<file path="src/rtl/pipe_skid_stage.sv">
// pipe_skid_stage: two-entry skid buffer that gives full throughput while keeping in_ready off the out_ready path.
module pipe_skid_stage #(
  parameter int DW             = 32,
  parameter bit CLEAR_ON_FLUSH = 1'b1,
  parameter int CNT_W          = 16
) (
  input  logic             clk,
  input  logic             rst,
  input  logic             flush,
  input  logic             in_valid,
  output logic             in_ready,
  input  logic [DW-1:0]    in_data,
  output logic             out_valid,
  input  logic             out_ready,
  output logic [DW-1:0]    out_data,
  output logic [1:0]       occupancy,
  output logic [CNT_W-1:0] bp_cycles
);
  typedef enum logic [1:0] {EMPTY = 2'd0, ONE = 2'd1, FULL = 2'd2} state_t;
  state_t           state_q, state_d;
  logic [DW-1:0]    main_q, main_d, skid_q, skid_d;
  logic [CNT_W-1:0] bp_q, bp_d;
  logic             acc, iss;
  assign in_ready  = state_q != FULL;
  assign out_valid = state_q != EMPTY;
  assign out_data  = main_q;
  assign occupancy = state_q;
  assign bp_cycles = bp_q;
  assign acc       = in_valid & in_ready;
  assign iss       = out_valid & out_ready;
  always_comb begin
    state_d = state_q;
    main_d  = main_q;
    skid_d  = skid_q;
    bp_d    = (out_valid & ~out_ready & ~&bp_q) ? bp_q + 1'b1 : bp_q;
    if (flush) begin
      state_d = EMPTY;
      main_d  = CLEAR_ON_FLUSH ? '0 : main_q;
      skid_d  = CLEAR_ON_FLUSH ? '0 : skid_q;
    end else begin
      case (state_q)
        EMPTY: if (acc) begin
          main_d  = in_data;
          state_d = ONE;
        end
        ONE: begin
          main_d  = (acc & iss) ? in_data : main_q;
          skid_d  = (acc & ~iss) ? in_data : skid_q;
          state_d = (acc & ~iss) ? FULL : (iss & ~acc) ? EMPTY : ONE;
        end
        FULL: if (iss) begin
          main_d  = skid_q;
          state_d = ONE;
        end
        default: state_d = EMPTY;
      endcase
    end
  end
  always_ff @(posedge clk or negedge rst) begin
    if (!rst) begin
      state_q <= EMPTY;
      main_q  <= '0;
      skid_q  <= '0;
      bp_q    <= '0;
    end else begin
      state_q <= state_d;
      main_q  <= main_d;
      skid_q  <= skid_d;
      bp_q    <= bp_d;
    end
  end
endmodule

</file>
<file path="config.mk">
export PLATFORM = sky130hd
export DESIGN_NAME = pipe_skid_stage
export DESIGN_NICKNAME = d
export VERILOG_FILES = /design/src/rtl/pipe_skid_stage.sv
export SDC_FILE = /design/constraint.sdc
export NUM_CORES = 1
export LEC_CHECK = 0
export ABC_AREA = 1
export BUFFER_PORTS_ARGS = -buffer_cell sky130_fd_sc_hd__buf_2
export CAP_MARGIN = 25
export CORE_MARGIN = 1.5
export CORE_UTILIZATION = 40
export CTS_CLUSTER_SIZE = 8
export DETAILED_ROUTE_END_ITERATION = 10
export GPL_TIMING_DRIVEN = 0
export HOLD_SLACK_MARGIN = 0.12
export PLACE_DENSITY = 0.63
export SLEW_MARGIN = 20
export SYNTH_ARGS = -nofsm -noshare
export SYNTH_HDL_FRONTEND = slang
export SYNTH_SLANG_ARGS = --single-unit
export TNS_END_PERCENT = 10
</file>
<file path="constraint.sdc">
create_clock -name clk -period 1.6 [get_ports clk]
set_input_delay 0.16 -clock clk [delete_from_list [all_inputs] [get_ports clk]]
set_output_delay 0.16 -clock clk [all_outputs]
set_load 0.01 [all_outputs]
</file>
==> results of run 1 <==
==> final timing paths <==
kind                       cells past startpoint  slack (ns)                  endpoint
setup / recovery                               9      -0.002  out_data[11]$_DFFE_PN0P_
hold / removal                                 4        0.21  out_data[17]$_DFFE_PN0P_
setup reg to reg                               9      -0.002  out_data[11]$_DFFE_PN0P_
hold reg to reg                                2        0.52   out_data[0]$_DFFE_PN0P_
max in group asynchronous                      3        0.65  bp_cycles[0]$_DFFE_PN0P_
min in group asynchronous                      2        0.33  out_data[23]$_DFFE_PN0P_
==> flip-flops by register name (all words and copies together) (netlist names) <==
signal     cells
bp_cycles     16
occupancy      2
out_data      32
skid_q        32
==> cells in the final DEF (no fill, tap or decap), types with 3 or more instances in the layout <==
cell	count
ha_4	3
inv_1	77
o21ai_1	25
inv_2	3
clkbuf_1	10
nor2_2	3
nand2_1	120
buf_4	12
nor2_1	46
dfrtp_2	7
o21ai_2	31
o21ai_0	47
buf_6	14
buf_2	90
buf_8	4
dfrtp_1	75
nand2_4	3
dlygate4sd3_1	33
clkbuf_8	9
nand3_1	39
nand2_2	13
nand4_1	6
xnor2_1	7
clkinv_2	3
==> metal layers <==
metal / track usage, % / routed length [µm] / vias to the layer above
li1: - / - / 2012
met1: 30.0 / 5340 / 1900
met2: 33.7 / 5340 / 104
met3: 2.00 / 471 / 15
met4: 8.41 / 185 / 0
met5: 0 / 0 / -
==> layout make-up <==
cell class / instances / area (µm²) / share of cell area, %
Inverter: 82 / 313 / 5.40
Clock buffer: 11 / 131 / 2.27
Buffer: 28 / 249 / 4.30
Timing Repair Buffer: 136 / 935 / 16.1
Tap cell: 133 / 166 / 2.87
Clock inverter: 5 / 31.3 / 0.540
Sequential cell: 82 / 2060 / 35.6
Multi-Input combinational cell: 355 / 1900 / 32.9
==> worst max-delay path: stages (launching register included) <==
cell     delay [ns]
dfrtp_2        0.49
nor2_4         0.16
nor2_4         0.06
ha_4           0.16
a21oi_4        0.16
o21ai_4        0.07
buf_6          0.14
buf_8          0.13
nand2_1        0.06
o21ai_1        0.06
==> power by group through the flow <==
| stage | combinational, mW | clock (mW) | sequential, mW |
|---|---|---|---|
| detailed placement | 1.05 | 0 | 2.48 |
| finish | 1.41 | 1.32 | 2.47 |
| global route | 1.57 | 1.45 | 2.51 |
| global placement | 1.03 | 0 | 2.47 |
| CTS | 1.22 | 1.35 | 2.45 |
| floorplan | 0.552 | 0 | 2.53 |
==> logic make-up after synthesis <==
family	after synthesis	synth area share, %
xor gates and xnor gates	7	1.48
DFF	82	49.5
AOI/OAI and AO/OA	109	13.9
buffers and inverters	110	10.9
and+or+nand+nor	236	23.3
adders and majority gates	3	0.906
==> timing repair <==
item / 4_1_cts / 5_1_grt
pin swaps: 6 / 9
endpoints found under the hold margin: 71 / 0
setup endpoints to repair: 78 / 82
buffers inserted: 11 / 2
cloned: 0 / 3
resized for setup: 37 / 120
hold buffers: 33 / 0
==> reports/qor.yml, run 1 <==
outcome: "complete, but fails checks"
violations: "negative setup slack"
htree_levels: 3
cts_buffers: 9
clk_pin_slew_ns: 0.08
gpl.final_weighted_congestion: 0.800
syn_area_per_cell_um2: 7.57
internal_power_mw: 3.47
dieArea_mm2: 0.0110
synthTopCellsByCount: "nand2_1, dfrtp_1, o21ai_0"
synth_flop_cell: "dfrtp_1"
path_max_fanout: 10
num_rows: 36
finalMaxSlewViolations: 0
required_ns: 1.84
post-place-ws_ns: -0.308
synth.yosys.seq_area_share_pct: 49.5
path_class: "reg2reg"
skew_ns: 0.0156
power_frac_comb_pct: 27.0
whs_ns: 0.211
finalSetupViolCount: 3
startpoint_type: "flip-flop"
synth_nets: 587
crit_arrival_ns: 1.84
dp_hpwl_um: 7390
max_clock_freq_ghz: 0.624
postRouteAntennaNets: 0
post-route-min-period_ns: 1.60
antenna_cells: 0
power.clock.fraction_pct: 25.4
nNetsFinal: 734
crit_path_end_kind: "flip-flop"
cts_tree: "done"
synth_area_leader_cell: "dfrtp_1"
p_sw_mw: 1.73
fin_ws_ns: -0.00159
finalInstanceArea_mm2: 0.00579
power.total_mw: 5.20
via_count: 4031
numClockSinks: 82
place_area_mm2: 0.00477
grt_start_max_net_pins: 44
worstHoldPathType: "in2reg"
post_drt_wl_per_cell_um: 13.6
antenna_found_initial: 0
die_w_um: 105
fin_cells: 832
rsz0062_at_grt: "true"
p_leak_nw: 2.96
worst_pin_slew_ns: 0.526
ys_types: 25
syn2layout_area_growth_pct: 39.7
grt_pass1_vias: 3927
syn-instance-count: 547
dr.pass1.iters: 4
grt_pass1_wl_um: 18800
syn_area_mm2: 0.00414
initial_core_util_pct: 41.8
io_buffers: 87
root_buffer: "clkbuf_8"
ys_warn_count: 0
drc_errors: 0
clk_latency_ns: 0.36
finalHoldViolations: 0
core_mm2: 0.00991
dp.cells: 768
synth-edff-count: 0
drt-initial-drc-count: 204
io_pins: 89
drive_above_1_share_pct: 30.0
irDropWorstVdd_mv: 0.502
seqPwrFrac_pct: 47.6
min_period_over_period_pct: 100
synth-seq-cells: 82
cts_buffer_depth: 2
wirelength_um: 11300
worstHoldStart: "flush"
cap_violations: 0
fillers: 940
die-height_um: 105
synth.most_common_cell: "nand2_1"
tns_ns: -0.00336
worstReg2RegStart: "occupancy[1]$_DFFE_PN0P_"
slew-limit-headroom_pct: 64.9
synth_top_area_share_pct: 49.5
synthTopCellsByArea: "dfrtp_1, nand2_1, o21ai_0"
grt_use_total_pct: 21.3
powerDensity_mw_per_mm2: 898
async_flop_share_pct: 100
gr-total-overflow: 0
critical_path.startpoint: "occupancy[1]$_DFFE_PN0P_"
switching_share_pct: 33.2
via_per_inst: 4.84
post-route-util_pct: 58.4
Note: power is estimated with default switching activity, not from simulation.
==> inputs of run 2 (changes only) <==
--- a/config.mk
+++ b/config.mk
@@ -15,6 +15,7 @@
 export GPL_TIMING_DRIVEN = 0
 export HOLD_SLACK_MARGIN = 0.12
 export PLACE_DENSITY = 0.63
+export SKIP_CTS_REPAIR_TIMING = 1
 export SLEW_MARGIN = 20
 export SYNTH_ARGS = -nofsm -noshare
 export SYNTH_HDL_FRONTEND = slang
==> constraint.sdc (replaced) <==
create_clock -name clk -period 1.3 [get_ports clk]
set_input_delay 0.13 -clock clk [delete_from_list [all_inputs] [get_ports clk]]
set_output_delay 0.13 -clock clk [all_outputs]
set_load 0.01 [all_outputs]
==> reports/qor.yml, run 2 (synthesized netlist as in run 1, its figures left out) <==
power.total_mw: 6.27  # was 5.20 mW
required_ns: 1.58  # was 1.84 ns
cap_violations: 0  # unchanged
min_period_over_period_pct: 129  # was 100%
die_w_um: 105  # unchanged
antenna_found_initial: 0  # unchanged
min_delay_path_depth: 4  # unchanged
rrSetupSlack_ns: -0.38  # was -0.002 ns
whs_ns: 0.175  # was 0.211 ns
num_rows: 36  # unchanged
critical_path.startpoint: "occupancy[1]$_DFFE_PN0P_"  # unchanged
via_count: 3941  # was 4031
path_common_cell: "nor2_4"  # unchanged
dp.cells: 768  # unchanged
worstPathCellList: "nor2_4 > nor2_4 > inv_1 > ha_2 > nand4_1 > buf_6 > buf_2 > o21ai_1"  # was nor2_4 > nor2_4 > ha_4 > a21oi_4 > o21ai_4 > buf_6 > buf_8 > nand2_1 > o21ai_1
core_mm2: 0.00991  # unchanged
postRouteAntennaNets: 0  # unchanged
io_buffers: 87  # unchanged
worstReg2RegStart: "occupancy[1]$_DFFE_PN0P_"  # unchanged
cts_tree: "done"  # unchanged
gpl.final_weighted_congestion: 0.850  # was 0.800
slew-limit-headroom_pct: 64.5  # was 64.9%
grt_pass1_vias: 3598  # was 3927
worstHoldStart: "flush"  # unchanged
worstRegToRegCells: 8  # was 9
skew_ns: 0.00944  # was 0.0156 ns
worst_pin_slew_ns: 0.532  # was 0.526 ns
post-route-min-period_ns: 1.68  # was 1.60 ns
htree_levels: 3  # unchanged
drc_errors: 0  # unchanged
final_common_cell: "nand2_1"  # unchanged
drive_above_1_share_pct: 24.9  # was 30.0%
max_clock_freq_ghz: 0.594  # was 0.624 GHz
grt_use_total_pct: 20.0  # was 21.3%
die-height_um: 105  # unchanged
via_per_inst: 4.75  # was 4.84
cts_buffer_depth: 2  # unchanged
syn2layout_area_growth_pct: 35.3  # was 39.7%
dr.pass1.iters: 4  # unchanged
fin_ws_ns: -0.383  # was -0.00159 ns
rsz0062_at_grt: "true"  # unchanged
powerDensity_mw_per_mm2: 1120  # was 898 mW/mm²
crit_slowest_cell: "dfrtp_2"  # unchanged
startpoint_type: "flip-flop"  # unchanged
antenna_cells: 0  # unchanged
numClockSinks: 82  # unchanged
place_area_mm2: 0.00485  # was 0.00477 mm²
grt_pass1_wl_um: 17700  # was 18800 µm
wirelength_um: 11000  # was 11300 µm
nNetsFinal: 731  # was 734
post_drt_wl_per_cell_um: 13.2  # was 13.6 µm
finalInstanceArea_mm2: 0.00560  # was 0.00579 mm²
clk_pin_slew_ns: 0.08  # about the same
hold-path-endpoint: "out_data[17]$_DFFE_PN0P_"  # unchanged
violations: "negative setup slack"  # unchanged
irDropWorstVdd_mv: 0.470  # was 0.502 mV
dp_hpwl_um: 7290  # was 7390 µm
grt_start_max_net_pins: 45  # was 44
fin_cells: 829  # was 832
crit_path_end_kind: "flip-flop"  # unchanged
layout_common_cells: "nand2_1, buf_2, inv_1, dfrtp_1, o21ai_0"  # unchanged
p_leak_nw: 2.88  # was 2.96 nW
root_buffer: "clkbuf_8"  # unchanged
path_max_fanout: 6  # was 10
clk_latency_ns: 0.36  # about the same
dieArea_mm2: 0.0110  # unchanged
tns_ns: -24.40  # was -0.00336 ns
cts_buffers: 9  # unchanged
cpPeakStageDelay_ns: 0.48  # was 0.49 ns
outcome: "complete, but fails checks"  # unchanged
gr-total-overflow: 0  # unchanged
post-route-util_pct: 56.6  # was 58.4%
worst_r2r_endpoint: "skid_q[25]$_DFFE_PN0P_"  # was out_data[11]$_DFFE_PN0P_
finalSetupViolCount: 84  # was 3
post-place-ws_ns: -0.464  # was -0.308 ns
worstHoldPathType: "in2reg"  # unchanged
crit_arrival_ns: 1.96  # was 1.84 ns
initial_core_util_pct: 41.8  # unchanged
finalMaxSlewViolations: 0  # unchanged
io_pins: 89  # unchanged
finalHoldViolations: 0  # unchanged
drt-initial-drc-count: 197  # was 204
fillers: 963  # was 940
path_class: "reg2reg"  # unchanged
==> run 2: cell count changes in the layout (fill, tap and decap cells not counted), sizes merged <==
| cell | previous run | this run |
|---|---|---|
| buf | 122 | 120 |
| clkbuf | 20 | 19 |
==> run 2: worst max path at each step <==
stage / endpoint / slack (ns) / cells after the start
floorplan: out_data[20]$_DFFE_PN0P_ / -0.19 / 8
global placement: occupancy[0]$_DFFE_PN0P_ / -0.75 / 1
detailed placement: skid_q[5]$_DFFE_PN0P_ / -0.46 / 7
CTS: skid_q[5]$_DFFE_PN0P_ / -0.48 / 7
global route: skid_q[31]$_DFFE_PN0P_ / -0.50 / 8
finish: skid_q[25]$_DFFE_PN0P_ / -0.38 / 8
==> run 2: metal layers <==
metal	up-vias	global-route usage [%]	part of all wire [%]
li1	2006	-	-
met1	1839	29.3	48
met2	87	30.1	47
met3	9	2.87	4.1
met4	0	7.05	1.2
met5	-	0	0
==> run 2: final cells by class <==
cell class | count | area (µm²) | area share (%)
well taps | 133 | 166 | 2.97
repair buffers | 133 | 900 | 16.1
clock buffers | 11 | 131 | 2.34
multi-input cells | 355 | 1770 | 31.6
plain buffers | 28 | 233 | 4.15
flip-flops and latches | 82 | 2060 | 36.7
inverters | 82 | 313 | 5.58
clock inverters | 5 | 31.3 | 0.558
==> run 2: critical path: cells and delay by family, from the launching register on <==
kind            cells  cell delay, ns
flops               1            0.48
simple gates        3            0.41
buf+inv             3            0.40
fa+ha+maj           1            0.18
compound gates      1            0.12
==> run 2: power breakdown <==
group	leakage (nW)	total, mW	internal [mW]	switching, mW
clock network	0.0831	1.62	0.689	0.930
registers	1.09	3.02	2.80	0.222
logic	1.70	1.62	0.719	0.903
